`config.mk`:
```
export PLATFORM = sky130hd
export DESIGN_NAME = mod_voice_scheduler
export DESIGN_NICKNAME = d
export VERILOG_FILES = /design/src/rtl/mod_voice_scheduler.sv
export SDC_FILE = /design/constraint.sdc
export NUM_CORES = 1
export LEC_CHECK = 0
export ABC_AREA = 1
export BUFFER_PORTS_ARGS = -buffer_cell sky130_fd_sc_hd__buf_2
export CORE_MARGIN = 2
export CORE_UTILIZATION = 50
export CTS_CLUSTER_DIAMETER = 150
export DETAILED_ROUTE_END_ITERATION = 10
export PLACE_DENSITY = 0.68
export SYNTH_ARGS = -nofsm -noshare
export SYNTH_HDL_FRONTEND = slang
export SYNTH_SLANG_ARGS = --single-unit
```
`constraint.sdc`:
```
create_clock -name i_clk -period 9.5 [get_ports i_clk]
set_clock_uncertainty 0.15 [all_clocks]
set_input_delay 1.9 -clock i_clk [delete_from_list [all_inputs] [get_ports i_clk]]
set_output_delay 1.9 -clock i_clk [all_outputs]
set_load 0.02 [all_outputs]
```
`src/rtl/mod_voice_scheduler.sv`:
```
// Voice scheduler: shares one sine source across NUM_VOICES voices, walking them once
// per sample tick and mixing the attenuated results into one saturated signed sample.
module mod_voice_scheduler #(
  parameter int unsigned NUM_VOICES   = 4,
  parameter int unsigned SINE_LATENCY = 1,
  parameter int unsigned MIX_SHIFT    = 2,
  localparam int unsigned IDX_W       = (NUM_VOICES > 1) ? $clog2(NUM_VOICES) : 1
) (
  input  logic                  i_clk,
  input  logic                  i_rst_n,
  input  logic                  i_sample_tick,
  input  logic [NUM_VOICES-1:0] i_voice_en,
  input  logic                  i_wr_en,
  input  logic [IDX_W-1:0]      i_wr_voice,
  input  logic [31:0]           i_wr_period,
  output logic [63:0]           o_src_time,
  output logic [31:0]           o_src_period,
  input  logic [31:0]           i_src_sine,
  output logic [31:0]           o_mix,
  output logic                  o_mix_valid,
  output logic                  o_busy,
  output logic                  o_overrun
);

  localparam int unsigned ACC_W  = 32 + $clog2(NUM_VOICES) + 1;
  localparam int unsigned WCNT_W = (SINE_LATENCY > 1) ? $clog2(SINE_LATENCY) : 1;

  typedef enum logic [1:0] {StIdle, StScan, StWait, StDone} state_t;

  state_t                    r_state, w_state_d;
  logic [IDX_W-1:0]          r_idx, w_idx_d;
  logic signed [ACC_W-1:0]   r_acc, w_acc_d;
  logic [WCNT_W-1:0]         r_wcnt, w_wcnt_d;
  logic [31:0]               r_period [NUM_VOICES];
  logic [63:0]               r_time   [NUM_VOICES];
  logic [63:0]               r_src_time;
  logic [31:0]               r_src_period;
  logic [31:0]               r_mix;
  logic                      r_mix_valid;
  logic                      r_overrun;

  logic                      w_last;
  logic                      w_voice_on;
  logic                      w_drive;
  logic                      w_adv;
  logic signed [31:0]        w_sine_sh;
  logic signed [ACC_W-1:0]   w_sine_ext;
  logic [63:0]               w_time_inc;
  logic [63:0]               w_time_nxt;
  logic [ACC_W-32:0]         w_acc_hi;
  logic [31:0]               w_mix_sat;

  assign w_last     = (r_idx == IDX_W'(NUM_VOICES - 1));
  assign w_voice_on = i_voice_en[r_idx] && (r_period[r_idx] != 32'd0);
  assign w_sine_sh  = $signed(i_src_sine) >>> MIX_SHIFT;
  assign w_sine_ext = {{(ACC_W-32){w_sine_sh[31]}}, w_sine_sh};
  assign w_time_inc = r_time[r_idx] + 64'd1;
  assign w_time_nxt = (w_time_inc == {32'd0, r_period[r_idx]}) ? 64'd0 : w_time_inc;

  always_comb begin
    w_state_d = r_state;
    w_idx_d   = r_idx;
    w_acc_d   = r_acc;
    w_wcnt_d  = r_wcnt;
    w_drive   = 1'b0;
    w_adv     = 1'b0;
    unique case (r_state)
      StIdle: begin
        if (i_sample_tick) begin
          w_idx_d   = '0;
          w_acc_d   = '0;
          w_state_d = StScan;
        end
      end
      StScan: begin
        if (w_voice_on) begin
          w_drive   = 1'b1;
          w_wcnt_d  = WCNT_W'(SINE_LATENCY - 1);
          w_state_d = StWait;
        end else if (w_last) begin
          w_state_d = StDone;
        end else begin
          w_idx_d = r_idx + IDX_W'(1);
        end
      end
      StWait: begin
        if (r_wcnt == '0) begin
          w_acc_d = r_acc + w_sine_ext;
          w_adv   = 1'b1;
          if (w_last) begin
            w_state_d = StDone;
          end else begin
            w_idx_d   = r_idx + IDX_W'(1);
            w_state_d = StScan;
          end
        end else begin
          w_wcnt_d = r_wcnt - WCNT_W'(1);
        end
      end
      StDone:  w_state_d = StIdle;
      default: w_state_d = StIdle;
    endcase
  end

  // Saturate the accumulator being entered into DONE so o_mix is valid alongside the pulse.
  assign w_acc_hi  = w_acc_d[ACC_W-1:31];
  assign w_mix_sat = ((&w_acc_hi) || !(|w_acc_hi)) ? w_acc_d[31:0] :
                     (w_acc_d[ACC_W-1] ? 32'h8000_0000 : 32'h7FFF_FFFF);

  always_ff @(posedge i_clk or negedge i_rst_n) begin
    if (!i_rst_n) begin
      r_state      <= StIdle;
      r_idx        <= '0;
      r_acc        <= '0;
      r_wcnt       <= '0;
      r_src_time   <= '0;
      r_src_period <= '0;
      r_mix        <= '0;
      r_mix_valid  <= 1'b0;
      r_overrun    <= 1'b0;
    end else begin
      r_state     <= w_state_d;
      r_idx       <= w_idx_d;
      r_acc       <= w_acc_d;
      r_wcnt      <= w_wcnt_d;
      r_mix_valid <= (w_state_d == StDone);
      if (w_state_d == StDone) begin
        r_mix <= w_mix_sat;
      end
      if (w_drive) begin
        r_src_time   <= r_time[r_idx];
        r_src_period <= r_period[r_idx];
      end
      if (i_sample_tick && (r_state != StIdle)) begin
        r_overrun <= 1'b1;
      end
    end
  end

  // A period write wins over the same-cycle time advance of that voice.
  always_ff @(posedge i_clk or negedge i_rst_n) begin
    if (!i_rst_n) begin
      for (int k = 0; k < NUM_VOICES; k++) begin
        r_period[k] <= '0;
        r_time[k]   <= '0;
      end
    end else begin
      for (int k = 0; k < NUM_VOICES; k++) begin
        if (i_wr_en && (32'(i_wr_voice) == k)) begin
          r_period[k] <= i_wr_period;
          r_time[k]   <= '0;
        end else if (w_adv && (32'(r_idx) == k)) begin
          r_time[k] <= w_time_nxt;
        end
      end
    end
  end

  assign o_src_time   = r_src_time;
  assign o_src_period = r_src_period;
  assign o_mix        = r_mix;
  assign o_mix_valid  = r_mix_valid;
  assign o_busy       = (r_state != StIdle);
  assign o_overrun    = r_overrun;

endmodule

```
After elaboration in Yosys (flattened, before gate mapping)

Index checks and enable logic that the tools add are counted.

Input bits: 74
Output and inout port bits: 131
Bits in registers: 554
Logic and storage cells: 106

Equal/unequal tests: 15
Magnitude comparators: 2
Reductions and logical operators: 27
Bitwise logic cells: 1
$add $sub $neg: 4
Muxes and demuxes: 40

Operator list:

| kind                                                 | number |
|---|---|
| 2-to-1 mux 64 bit                                    | 11 |
| binary-select mux 64 bit (select 2 bit)              | 1 |
| 2-to-1 mux 32 bit                                    | 4 |
| 2-to-1 mux 35 bit                                    | 2 |
| one-hot mux 35 bit (2 select lines)                  | 1 |
| adder 64 x 1 -> 64 bit (second input constant)       | 1 |
| binary-select mux 32 bit (select 2 bit)              | 1 |
| equality test 64 x 32 -> 1 bit                       | 1 |
| adder 35 x 30 -> 35 bit                              | 1 |
| nonzero test 32 bit                                  | 1 |
| 2-to-1 mux 2 bit                                     | 9 |
| equality test 2 bit (second input constant)          | 7 |
| nonzero test 2 bit                                   | 6 |
| logical AND 1 bit                                    | 10 |
| inequality test 2 bit (second input constant)        | 4 |
| one-hot mux 2 bit (4 select lines)                   | 1 |
| AND reduction 4 bit                                  | 2 |
| 2-to-1 mux 1 bit                                     | 7 |
| equality test 2 x 1 -> 1 bit (second input constant) | 3 |
| logical NOT 2 bit                                    | 3 |
| one-hot mux 2 bit (3 select lines)                   | 1 |
| OR reduction 4 bit                                   | 1 |
| >= comparator 3 bit (second input constant)          | 1 |
| < comparator 2 x 3 -> 1 bit (second input constant)  | 1 |
| other kinds (9)                                      | 9 |

Longest topological paths before layout

Depth after elaboration: 9
Gate-level depth with buffers: 27
Depth with buffers taken out: 23

Worst setup path before layout

OpenSTA, ideal clock, no wires.

Kind: input -> register
Start: input port i_src_sine[2]
End: register r_mix[10], in the netlist o_mix[10]
Setup time: 117 ps
Required time: 9,233 ps
Data arrival time: 4,252 ps
Setup slack: 4,981 ps
Cell stages on the path: 19
Buffers on the path: 1
Path through: ha_1 -> fa_1 -> nand3_1 -> nand2_1 -> nand2_1 -> nand2_1 -> nand3_1 -> nand2_1 -> nand3b_1 -> a21oi_1 -> o21ai_0 -> nand2_1 -> o21ai_1 -> nand2_1 -> nand2_1 -> clkbuf_1 -> nand2_1 -> nand2_1 -> nand2_1

Word-level cells in the longest chain between the ends: 7
Elaborated cells between the ends (all ways): 9
Classes of those cells: add/sub: 1; mux: 4; reduce/logical: 4

Ends and longest elaborated chain:

| what                                    | RTL line | RTL |
|---|---|---|
| from (decl)                             | 18       | `input logic [31:0] i_src_sine,` |
| adder 35 x 30 -> 35 bit (*)             | 88       | `w_acc_d = r_acc + w_sine_ext;` |
| 2-to-1 mux 35 bit (*)                   | 87       | `if (r_wcnt == '0) begin` |
| one-hot mux 35 bit (2 select lines) (*) | 67       | `unique case (r_state)` |
| net w_acc_d[32]                         | 32       | `logic signed [ACC_W-1:0] r_acc, w_acc_d;` |
| OR reduction 4 bit                      | 107      | `assign w_mix_sat = ((&w_acc_hi) \|\| !(\|w_acc_hi)) ? w_acc_d[31:0] :` |
| logical NOT 1 bit                       | 107      |  |
| logical OR 1 bit (*)                    | 107      |  |
| 2-to-1 mux 32 bit (*)                   | 107      |  |
| to (signal assigned)                    | 128      | `r_mix <= w_mix_sat;` |
| to (decl)                               | 38       | `logic [31:0] r_mix;` |

Mark *: on every way through the listed nets, which the timed path passes. The rest lies on a longest branch.
A chain may end at the register's enable or synchronous reset.

Final worst setup path

Start: register r_idx[1]
End: register r_time[92] in the netlist's numbering

Word-level cells in the longest chain between the ends: 9
Elaborated cells between the ends (all ways): 15
Classes of those cells: add/sub: 1; eq/ne: 2; mux: 9; bitwise: 1; reduce/logical: 2

Ends and longest elaborated chain:

| what                                                  | RTL line | RTL |
|---|---|---|
| from (decl)                                           | 31       | `logic [IDX_W-1:0] r_idx, w_idx_d;` |
| from (signal assigned)                                | 123      | `r_idx <= w_idx_d;` |
| inverter 2 -> 3 bit (not written as such)             | 57, 58   |  |
| binary-select mux 64 bit (select 2 bit)               | 57       | `assign w_time_inc = r_time[r_idx] + 64'd1;` |
| 2-to-1 mux 64 bit (not written as such) (2 in series) | 57       |  |
| adder 64 x 1 -> 64 bit                                | 57       |  |
| equality test 64 x 32 -> 1 bit                        | 58       | `assign w_time_nxt = (w_time_inc == {32'd0, r_period[r_idx]}) ? 64'd0 : w_time_inc;` |
| 2-to-1 mux 64 bit                                     | 58       |  |
| 2-to-1 mux 64 bit                                     | 152      | `end else if (w_adv && (32'(r_idx) == k)) begin` |
| 2-to-1 mux 64 bit                                     | 149      | `if (i_wr_en && (32'(i_wr_voice) == k)) begin` |
| to (signal, indexed assignment)                       | 153      | `r_time[k] <= w_time_nxt;` |
| to (decl)                                             | 35       | `logic [63:0] r_time [NUM_VOICES];` |

Parallel ways exist; a longest one is shown, timed or not. The select of a mux whose other input is x is not followed.

==> metrics <==
initial antenna violation count 4; GRT overflow 0; maximum clock frequency 152 MHz; post-synthesis sequential area ratio 46.9%; CTS Buf Count 59; Cell Rows 89; ant diodes 0; clock slew at reported path FFs 60 ps; Hold Path Origin o_overrun$_DFFE_PN0P_; clk buf depth 3; post_cts resized 0; final cell count without fillers 5031; Post-DP Area 30900 um2; setup tns final 0 ps; R2R Setup Slk 2940 ps; WS Path Type reg -> reg; Post-synth top cells 1772 x nand2_1, 553 x dfrtp_1, 414 x o21ai_0, 383 x nand3_1, 275 x nor2_1; Avg Cell Area, Syn 7.19 um2; MaxCap Viol Count 0; CTS hold repair buffers 0; Worst R2R Path Depth 21; worst-path fanout max 96; Post-Synth Simple-Gate Area 33.9%; placed cells 4919; Die H 247 um; Most Crowded Layer GR met2; Hold Path Depth 1; Worst Hold End o_overrun$_DFFE_PN0P_; met1 usage 44.0%; hpwl dp 61.7 mm; Async SR Flop Fraction 100%; Final Hold Violating Endpoints 0; Worst Hold Class reg -> reg; FF-to-FF End r_time[92]$_DFFE_PN0P_; Area Growth Syn to Fin 12.1%; Critical Path RT 9920 ps; register area 13800 um2; maximum number of pins on one net before global-route repair 164; Antenna Nets Post-Route 0; flops & latches, synth 553; Synth warnings 0; Leak 16.9 nW; VDD IR max 0.186 mV; pwr dens 291 nW/um2; M2 GR Usage 46.6%; first-pass GRT wire length 147 mm; RSZ-0062 raised after global routing no; largest family of logic cells by synthesized area simple AND/OR/NAND/NOR gates; Iteration-0 DRC Markers 2816; Routed Wire Length 93.9 mm; Post-Synth XOR/XNOR Area 0.593%; setup bufs post-CTS 0; CTS Root Cell clkbuf_16; count leader, synth nand2_1; CP startpoint kind flip-flop; Worst Setup End Kind flip-flop; pins over their slew limit 0; M3 GR Usage 6.13%; Critical Path AT 6990 ps; syn_nets 4223; setup violators final 0; total track usage 30.9%; final net count 4325; vias after detailed routing 27907; cell count after synthesis 4105; Final GP Congestion 1.02; H-Tree Depth 2; core area 58700 um2; vias in the first global route 25767; Mapped Area 29500 um2; die area 61000 um2; multi-input logic area 13900 um2; Initial Util 50.3%; Final period util 69.1%; Slew @ Worst Pin 1170 ps; clk sink count 553; Filler Cell Count 5678; post-layout util 56.4%; r2r startpoint r_idx[1]$_DFFE_PN0P_; post-synthesis mux area share 0.0382%; Wirelength per Cell 18.7 um; TritonCTS clock tree yes; top_reg_cell synth dfrtp_1; Die Wd 247 um; EDFF count, synth 0; status finished clean; Fin Hold WS 304 ps; share of post-route cells with drive strength above 1 9.30%; Compound-Gate Fraction of Synth Area 10.4%; cells taking the most area after synthesis dfrtp_1 47%, nand2_1 23%, o21ai_0 7.0%; design area 33100 um2; clk_lat worst skew 650 ps; vias per inst 5.55; Final min period 6560 ps; Synth cell types 43; TritonRoute pass-1 iters 8; Top Ports 205; number of port buffers 202; cell taking the most area after synthesis dfrtp_1; adder-cell share of the synthesized area 1.89%; DRC Markers 0; top-area cell type share of the netlist area 46.9%; Slew HR 21.7%
cells in the final DEF, fill, tap and decap left out, drive strengths merged:
cell,count
o21ai,421
nor4,6
or2,1
nand2,1774
nor2,291
o21a,7
clkinvlp,4
a32oi,25
clkbuf,75
a22o,2
nand3b,5
buf,242
a32o,6
nand4,21
a211oi,2
xor2,16
clkinv,24
a21boi,1
mux2,1
nand3,384
a31oi,1
bufinv,10
ha,43
a21o,5
and2,1
xnor2,4
nor3,13
o311ai,1
fa,1
a21oi,95
o31ai,1
o22ai,4
inv,214
dfrtp,553
o21bai,4
sequential cells by signal, indices dropped and copies added, names as in the netlist:
register and cells:
o_src_period 32, o_mix 32, r_idx 2, o_overrun 1, r_acc 35, r_state 2, r_period 128, o_src_time 64
o_mix_valid 1, r_time 256
logic make-up (layout without fill, tap and decap cells):
logic type / Yosys count / after routing
xor gates and xnor gates: 20 / 20
adders and majority gates: 44 / 44
DFF: 553 / 553
AOI/OAI and AO/OA: 575 / 575
muxes: 1 / 1
buffers and inverters: 416 / 569
and+or+nand+nor: 2496 / 2496
per-stage QoR:
step           power (W)  setup WS (ps)
4_1_cts          0.00963           3140
3_5_place_dp     0.00706           3150
6_report         0.00964           2940
2_1_floorplan    0.00575           4980
3_3_place_gp     0.00702           3250
5_1_grt           0.0103           2630
layout make-up:
cell class	instances	share of cell area (%)
clock inverter	37	1.54
inverter	215	2.47
tap	773	2.92
multi-input combinational	3136	42.0
clock buffer	75	5.07
timing repair buffer	242	4.11
sequential	553	41.9
worst max-delay path, cell delays in order, from the launching register on:
cell and delay (ps):
dfrtp_4 880, inv_6 490, buf_4 500, nand3_1 190
nand2_1 180, inv_1 120, ha_1 390, inv_1 130
nor2_2 270, nand2_1 200, nor2_1 550, nor2_1 120
nor2_1 340, nand2_1 90, nand4_1 110, nor2_1 70
nand3_1 110, nor2_1 90, nand2_4 450, buf_4 720
nand3_1 160, nand2_1 120
worst max-delay path by stage:
stage	cells past startpoint	slack (ps)	end	startpoint
3_5_place_dp	21	3150	r_time[92]$_DFFE_PN0P_	r_idx[1]$_DFFE_PN0P_
3_3_place_gp	21	3250	r_time[157]$_DFFE_PN0P_	r_idx[1]$_DFFE_PN0P_
2_1_floorplan	19	4980	o_mix[10]$_DFFE_PN0P_	i_src_sine[2]
5_1_grt	21	2630	r_time[90]$_DFFE_PN0P_	r_idx[1]$_DFFE_PN0P_
4_1_cts	21	3140	r_time[92]$_DFFE_PN0P_	r_idx[1]$_DFFE_PN0P_
6_report	21	2940	r_time[92]$_DFFE_PN0P_	r_idx[1]$_DFFE_PN0P_
per-layer routing:
layer  wire length [um]  up-vias
met2              41000     1132
met3               8500      177
li1                   -    13443
met5                 27        -
met1              41000    13151
met4               3310        4
power by group:
group          total (W)  leakage [nW]  switching (W)  internal, W
Combinational    0.00398          8.44        0.00290      0.00109
Sequential       0.00309          7.40       0.000276      0.00282
Clock            0.00256          1.08        0.00103      0.00153
Note: power is estimated with default switching activity, not from simulation.
